$ cat src/rtl/muldiv_hilo_ctrl.sv
// muldiv_hilo_ctrl: owns HI/LO and sequences MULT/MULTU/DIV/DIVU/MTHI/MTLO
// signed ops run on the unsigned cores with a sign-magnitude fix-up at WB
module muldiv_hilo_ctrl #(
  parameter int W           = 32,
  parameter bit DIV0_BYPASS = 1'b1
) (
  input  logic           clk,
  input  logic           reset,
  input  logic           op_valid,
  input  logic [2:0]     md_op,
  input  logic [W-1:0]   rs_val,
  input  logic [W-1:0]   rt_val,
  output logic           op_ready,
  output logic           md_busy,
  output logic           done,
  output logic [W-1:0]   hi,
  output logic [W-1:0]   lo,
  output logic           mul_start,
  output logic [W-1:0]   mul_a,
  output logic [W-1:0]   mul_b,
  input  logic [2*W-1:0] mul_res,
  input  logic           mul_busy,
  output logic           div_start,
  output logic [W-1:0]   div_a,
  output logic [W-1:0]   div_b,
  input  logic [W-1:0]   div_q,
  input  logic [W-1:0]   div_r,
  input  logic           div_busy
);

  localparam logic [2:0] S_IDLE  = 3'd0;
  localparam logic [2:0] S_ISSUE = 3'd1;
  localparam logic [2:0] S_ARM   = 3'd2;
  localparam logic [2:0] S_WAIT  = 3'd3;
  localparam logic [2:0] S_WB    = 3'd4;

  localparam logic [W-1:0]   ONE  = 1;
  localparam logic [2*W-1:0] ONE2 = 1;

  logic [2:0]     state_q, state_d;
  logic [W-1:0]   hi_q, hi_d, lo_q, lo_d;
  logic [W-1:0]   mul_a_q, mul_a_d, mul_b_q, mul_b_d;
  logic [W-1:0]   div_a_q, div_a_d, div_b_q, div_b_d;
  logic [2*W-1:0] res_q, res_d;
  logic           neg_q, neg_d, rneg_q, rneg_d;
  logic           sel_div_q, sel_div_d;
  logic           done_q, done_d;
  logic           mst_q, mst_d, dst_q, dst_d;

  logic           accept, is_md, is_div, sgn;
  logic           a_neg, b_neg, div0, core_idle;
  logic [W-1:0]   mag_a, mag_b, q_fix, r_fix;
  logic [2*W-1:0] prod_fix;

  assign accept = op_valid && (state_q == S_IDLE);
  assign is_md  = ~md_op[2];
  assign is_div = md_op[1];
  assign sgn    = ~md_op[0];
  assign a_neg  = sgn & rs_val[W-1];
  assign b_neg  = sgn & rt_val[W-1];
  assign mag_a  = a_neg ? ~rs_val + ONE : rs_val;
  assign mag_b  = b_neg ? ~rt_val + ONE : rt_val;
  assign div0   = DIV0_BYPASS && is_div
               && (rt_val == '0);

  assign core_idle = sel_div_q ? ~div_busy
                               : ~mul_busy;

  assign prod_fix = neg_q ? ~res_q + ONE2 : res_q;
  assign q_fix = neg_q
    ? ~res_q[W-1:0] + ONE : res_q[W-1:0];
  assign r_fix = rneg_q
    ? ~res_q[2*W-1:W] + ONE : res_q[2*W-1:W];

  always_comb begin
    state_d   = state_q;
    hi_d      = hi_q;
    lo_d      = lo_q;
    mul_a_d   = mul_a_q;
    mul_b_d   = mul_b_q;
    div_a_d   = div_a_q;
    div_b_d   = div_b_q;
    res_d     = res_q;
    neg_d     = neg_q;
    rneg_d    = rneg_q;
    sel_div_d = sel_div_q;
    done_d    = 1'b0;
    mst_d     = 1'b0;
    dst_d     = 1'b0;
    case (state_q)
      S_IDLE: if (accept) begin
        unique case (1'b1)
          is_md && is_div && div0: begin
            // preload the raw result; WB writes it with no sign fix
            res_d     = {rs_val, {W{1'b1}}};
            neg_d     = 1'b0;
            rneg_d    = 1'b0;
            sel_div_d = 1'b1;
            state_d   = S_WB;
          end
          is_md && is_div && !div0: begin
            div_a_d   = mag_a;
            div_b_d   = mag_b;
            neg_d     = a_neg ^ b_neg;
            rneg_d    = a_neg;
            sel_div_d = 1'b1;
            state_d   = S_ISSUE;
          end
          is_md && !is_div: begin
            mul_a_d   = mag_a;
            mul_b_d   = mag_b;
            neg_d     = a_neg ^ b_neg;
            rneg_d    = a_neg;
            sel_div_d = 1'b0;
            state_d   = S_ISSUE;
          end
          md_op == 3'd4: hi_d = rs_val;
          md_op == 3'd5: lo_d = rs_val;
          default: ;
        endcase
      end
      S_ISSUE: begin
        mst_d   = ~sel_div_q;
        dst_d   = sel_div_q;
        state_d = S_ARM;
      end
      S_ARM: state_d = S_WAIT;
      S_WAIT: if (core_idle) begin
        res_d = sel_div_q ? {div_r, div_q}
                          : mul_res;
        state_d = S_WB;
      end
      S_WB: begin
        if (sel_div_q) begin
          lo_d = q_fix;
          hi_d = r_fix;
        end else begin
          {hi_d, lo_d} = prod_fix;
        end
        done_d  = 1'b1;
        state_d = S_IDLE;
      end
      default: state_d = S_IDLE;
    endcase
  end

  always_ff @(posedge clk or posedge reset) begin
    if (reset) begin
      state_q   <= S_IDLE;
      hi_q      <= '0;
      lo_q      <= '0;
      mul_a_q   <= '0;
      mul_b_q   <= '0;
      div_a_q   <= '0;
      div_b_q   <= '0;
      res_q     <= '0;
      neg_q     <= 1'b0;
      rneg_q    <= 1'b0;
      sel_div_q <= 1'b0;
      done_q    <= 1'b0;
      mst_q     <= 1'b0;
      dst_q     <= 1'b0;
    end else begin
      state_q   <= state_d;
      hi_q      <= hi_d;
      lo_q      <= lo_d;
      mul_a_q   <= mul_a_d;
      mul_b_q   <= mul_b_d;
      div_a_q   <= div_a_d;
      div_b_q   <= div_b_d;
      res_q     <= res_d;
      neg_q     <= neg_d;
      rneg_q    <= rneg_d;
      sel_div_q <= sel_div_d;
      done_q    <= done_d;
      mst_q     <= mst_d;
      dst_q     <= dst_d;
    end
  end

  assign op_ready  = (state_q == S_IDLE);
  assign md_busy   = ~op_ready;
  assign done      = done_q;
  assign hi        = hi_q;
  assign lo        = lo_q;
  assign mul_start = mst_q;
  assign div_start = dst_q;
  assign mul_a     = mul_a_q;
  assign mul_b     = mul_b_q;
  assign div_a     = div_a_q;
  assign div_b     = div_b_q;

endmodule

$ cat config.mk
export PLATFORM = sky130hd
export DESIGN_NAME = muldiv_hilo_ctrl
export DESIGN_NICKNAME = d
export VERILOG_FILES = /design/src/rtl/muldiv_hilo_ctrl.sv
export SDC_FILE = /design/constraint.sdc
export NUM_CORES = 1
export LEC_CHECK = 0
export CAP_MARGIN = 5
export CORE_MARGIN = 2
export CORE_UTILIZATION = 33
export CTS_CLUSTER_DIAMETER = 80
export CTS_CLUSTER_SIZE = 16
export DETAILED_ROUTE_END_ITERATION = 10
export DONT_BUFFER_PORTS = 1
export PLACE_DENSITY = 0.48
export SYNTH_ARGS = -nofsm -noshare
export SYNTH_HDL_FRONTEND = slang
export SYNTH_SLANG_ARGS = --single-unit
$ cat constraint.sdc
create_clock -name clk -period 20.4 [get_ports clk]
set_input_delay 4.08 -clock clk [delete_from_list [all_inputs] [get_ports clk]]
set_output_delay 4.08 -clock clk [all_outputs]
set_load 0.01 [all_outputs]
# --- Word level (Yosys, flattened, before mapping) ---
# Cells that the tools add are included.
word_totals:
  regBits: 265
  latchBits: 0
  ramBits: 0
  rom_bits: 0
  input_bits: 200
  out_inout_bits: 197
  elab_cells: 98
  memories: 0
classes:
  n_addsub: 5
  mul: 0
  div_mod_pow: 0
  n_lt_le_gt_ge: 0
  eq_ne: 12
  n_shift: 0
  mux: 29
  bitwise: 14
  n_reduce_logical: 24
ops:
  columns: ["operator", "count"]
  rows:
  - ["two-way mux 32 bit", 10]
  - ["two-way mux 64 bit", 5]
  - ["adder 32 x 1 -> 32 bit, second input constant", 4]
  - ["inverter 32 bit", 4]
  - ["one-hot mux 32 bit (2 select lines)", 2]
  - ["one-hot mux 64 bit (2 select lines)", 1]
  - ["adder 64 x 1 -> 64 bit, second input constant", 1]
  - ["inverter 64 bit", 1]
  - ["logical NOT 32 bit", 1]
  - ["AND reduction 3 bit", 7]
  - ["one-hot mux 3 bit (4 select lines)", 1]
  - ["== test 3 bit, second input constant", 3]
  - ["inequality test 2 x 1 -> 1 bit, second input constant", 4]
  - ["nonzero test 2 bit", 4]
  - ["== test 3 x 2 -> 1 bit, second input constant", 2]
  - ["logical AND 1 bit", 6]
  - ["two-way mux 3 bit", 2]
  - ["inverter 1 bit", 6]
  - ["one-hot mux 1 bit (2 select lines)", 3]
  - ["one-hot mux 3 bit (2 select lines)", 1]
  - ["two-way mux 1 bit", 4]
  - ["AND reduction 4 bit", 1]
  - ["OR reduction 2 bit", 2]
  - ["== test 3 x 1 -> 1 bit, second input constant", 1]
  - ["other kinds (6)", 8]

# --- Longest topological paths before layout ---
depth:
  word_depth: 8
  ltp_mapped: 10
  ltp_nobuf: 8

# --- Least setup slack after synthesis ---
# OpenSTA, ideal clock, no wires.
synth_timing:
  path_type: "in2reg"
  startpoint: "in rt_val[27]"
  endpoint: "reg res_q[49]"
  setup_time_ps: 127
  arrival_ps: 6112
  required_ps: 20273
  setup_slack_ps: 14160
  path_stages: 8
  n_path_buf: 2
  path_cell_list: "or4_1 -> or3_1 -> nor3_4 -> nand4b_1 -> a21oi_1 -> buf_6 -> buf_8 -> mux2_1"
synth_via:
  elab_chain_cells: 5
synth_rtl:
  columns: ["item", "line", "rtl"]
  rows:
  - ["from (decl)", "12", "input logic [W-1:0] rt_val,"]
  - ["logical NOT 32 bit", "64", "&& (rt_val == '0);"]
  - ["logical AND 1 bit", "64", null]
  - ["logical AND 1 bit", "93", "is_md && is_div && div0: begin"]
  - ["inequality test 2 x 1 -> 1 bit (no line)", null, null]
  - ["AND reduction 4 bit (no line)", null, null]
  - ["to (signal assigned)", "171", "res_q <= res_d;"]
  - ["to (decl)", "44", "logic [2*W-1:0] res_q, res_d;"]
# Every way passes these cells.
# A chain may end at the register's enable or synchronous reset.

# --- Final worst setup path ---
layout_timing:
  startpoint: "in rt_val[27]"
  endpoint: "reg res_q[36]"
# Same word-level chain as after synthesis.

==> impl_metrics.yaml <==
global_routing:
  grt_util_met3: 0.0674
  antenna_found_initial: 3
  grt_max_degree: 148
  grt.busiest_layer: "met2"
  overflow: 0
  grt_pass1_wl_mm: 76.6
  first_global_vias: 11200
  grtUsageTotal: 0.228
  met1_usage: 0.288
  grt.met2_usage: 0.363
worst_hold_path:
  hold_path_class: "flop to flop"
  worstHoldEndpoint: "lo[6]"
  hold_depth: 2
  hp-start: "lo[6]"
cts:
  cts_buffer_depth: 3
  cts_root_buf: "clkbuf_16"
  clk_latency_ns: 0.56
  post_cts_buffers: 0
  clk_pin_slew_ns: 0.07
  post_cts_resized: 0
  htreeDepth: 1
  cts_buffers: 23
  tritoncts: "done"
  cts_hold_buf: 0
  clock_sink_count: 265
timing:
  rsz0062_at_grt: "false"
  fin_setup_tns_ns: 0
  finalCritPeriodShare: 0.319
  slew_headroom: 0.266
  setup_violations: 0
  worstMarginPinSlew_ns: 1.10
  drv_slew: 0
  maxClockFrequency_ghz: 0.154
  final.min_clock_period_ns: 6.50
  setup_ws_ns: 13.90
  finalClockSkew_ns: 0.0243
  hold_viol_final: 0
setup_path:
  start_kind: "input pin"
  cp_slowest_cell: "buf_4"
  crit_buf_inv: 1
  required_ns: 20.83
  r2r-end: "hi[8]"
  r2r_cells: 6
  worstSetupEndpointType: "flop"
  max_stage_delay_ns: 0.68
  startpoint: "rt_val[27]"
  critPathMaxFanout: 65
  r2r_slack_ns: 16.55
  crit_chain: "or4_1 > or3_1 > nor3_4 > nand4b_1 > a21oi_4 > buf_4 > mux2_2"
  cp_top_family: "simple AND/OR/NAND/NOR gates"
  cp.arrival_ns: 6.93
  timing.rr.start: "sel_div_q"
  critPathKind: "input pin to flop"
yosys:
  syn-cell-area_sq_um: 14500
  syn_area_per_cell_sq_um: 9.44
  synth_simple_gate_area_frac: 0.159
  synthMuxAreaShare: 0.0888
  synthCells: 1536
  ys_seq_elements: 265
  synth.distinct_cells: 75
  synth_top_family_by_area: "compound AO/OA/AOI/OAI gates"
  synth_edf_count: 0
  synth.net_count: 1740
  synthArstFlopShare: 1.00
  ys.flop_type: "dfrtp_1"
  synth-seq-area-share: 0.458
  synth-xor-area-share: 0.0647
  synth_warnings: 0
  synthAdderAreaFrac: 0.00345
  synth_compound_area_frac: 0.189
floorplan:
  placementRows: 76
  die_area_sq_um: 45600
  die_w_um: 214
  io_pins: 397
  core_area_sq_um: 43200
  die-height_um: 214
  start_util: 0.336
status:
  outcome: "complete, no violations"
power:
  p_leak_nw: 6.07
  ir_drop_mv: 0.0597
  p_per_area_nw_per_um2: 159
route:
  finalWirelength_mm: 53.5
  dr.first_iter.drc_count: 896
  drtAntennaViolNets: 0
  post_drt_via_cell_ratio: 5.66
  vias: 11700
  drt_pre_antenna_iters: 7
  wl_per_cell_um: 25.9
  drc: 0
place:
  preCtsSetupSlack_ns: 13.34
  port_buffers: 0
  dpl.hpwl_mm: 39.5
  gp_congestion: 0.859
layout:
  nets: 1675
  final_cell_mix: "dfrtp_1, nor2_1, a21oi_1"
  layout-drive-gt1-share: 0.0722
  syn_to_final_growth_pct: 8.23
  nFillCells: 4526
  layout.cells.most_common: "dfrtp_1"
job:
  drv_cap: 0
[synth_stat cells, types with 14 or more instances]
master,number,area [sq um]
or4_1,16,120
dfrtp_1,265,6630
o221ai_1,14,123
mux2_1,20,225
a21oi_1,161,806
a2bb2oi_1,32,280
nor4_1,23,144
xnor2_1,66,578
mux2_2,24,270
nor3_1,30,150
nor2_1,183,687
o21ai_0,95,475
nand2_1,125,469
xor2_1,41,359
o22ai_1,15,93.8
inv_1,19,71.3
mux2i_1,79,791
a31oi_1,18,113
o31ai_1,25,188
clkbuf_1,83,312
or3_1,15,93.8
[cell families after synthesis]
family                     Yosys count
and+or+nand+nor                    472
buffers and inverters              126
AOI/OAI and AO/OA                  439
xor gates and xnor gates           107
adders and majority gates            4
muxes                              123
DFF                                265
[layer usage]
metal / part of all wire / vias up
met5: 0.00050 / -
met4: 0.042 / 4
met3: 0.093 / 85
li1: - / 5440
met1: 0.41 / 5715
met2: 0.45 / 463
[area by class of cell]
| cell class | instances | area, sq um | share of cell area |
|---|---|---|---|
| Inverter | 21 | 86.3 | 0.00550 |
| Clock inverter | 9 | 125 | 0.00798 |
| Sequential cell | 265 | 6640 | 0.423 |
| Tap cell | 585 | 732 | 0.0467 |
| Antenna cell | 1 | 2.50 | 0.000160 |
| Multi-Input combinational cell | 1145 | 7370 | 0.470 |
| Timing Repair Buffer | 15 | 125 | 0.00798 |
| Clock buffer | 27 | 611 | 0.0389 |
[power breakdown]
group	switching, W	total [W]	internal, W
registers	0.000396	0.00118	0.000787
clock network	0.000210	0.000451	0.000241
logic	0.000480	0.000857	0.000377
total	0.00109	0.00249	0.00141
[through the flow]
stage	hold WS (ns)	cells	util	total power [W]	area, sq um
final	0.564	2068	0.363	0.00249	15700
after global routing	0.595	2067	0.363	0.00267	15700
after CTS	0.570	2067	0.363	0.00252	15700
after detailed placement	0.548	2031	0.346	0.00206	14900
after global placement	0.545	2031	0.346	0.00204	14900
after floorplan	0.516	1536	-	0.00176	14500
[how the worst max path moves through the flow]
| stage | end | slack [ns] | cells past startpoint |
|---|---|---|---|
| floorplan | div_a[0] | 9.02 | 1 |
| global placement | res_q[38] | 13.42 | 7 |
| detailed placement | res_q[35] | 13.34 | 7 |
| CTS | res_q[62] | 13.92 | 7 |
| global route | res_q[62] | 13.75 | 7 |
| finish | res_q[36] | 13.90 | 7 |
[sequential cells by signal, summed over array words and instances (netlist names)]
register and flops:
state_q 3, mul_b 32, rneg_q 1, mul_start 1, done 1, res_q 64
neg_q 1, div_start 1, mul_a 32, hi 32, sel_div_q 1, div_b 32
div_a 32, lo 32
[worst min-delay path, cell delays in order (launching register included)]
cell and delay (ns):
dfrtp_1 0.41, nand2_1 0.06, o21ai_0 0.06
(Power assumes the default switching activity.)
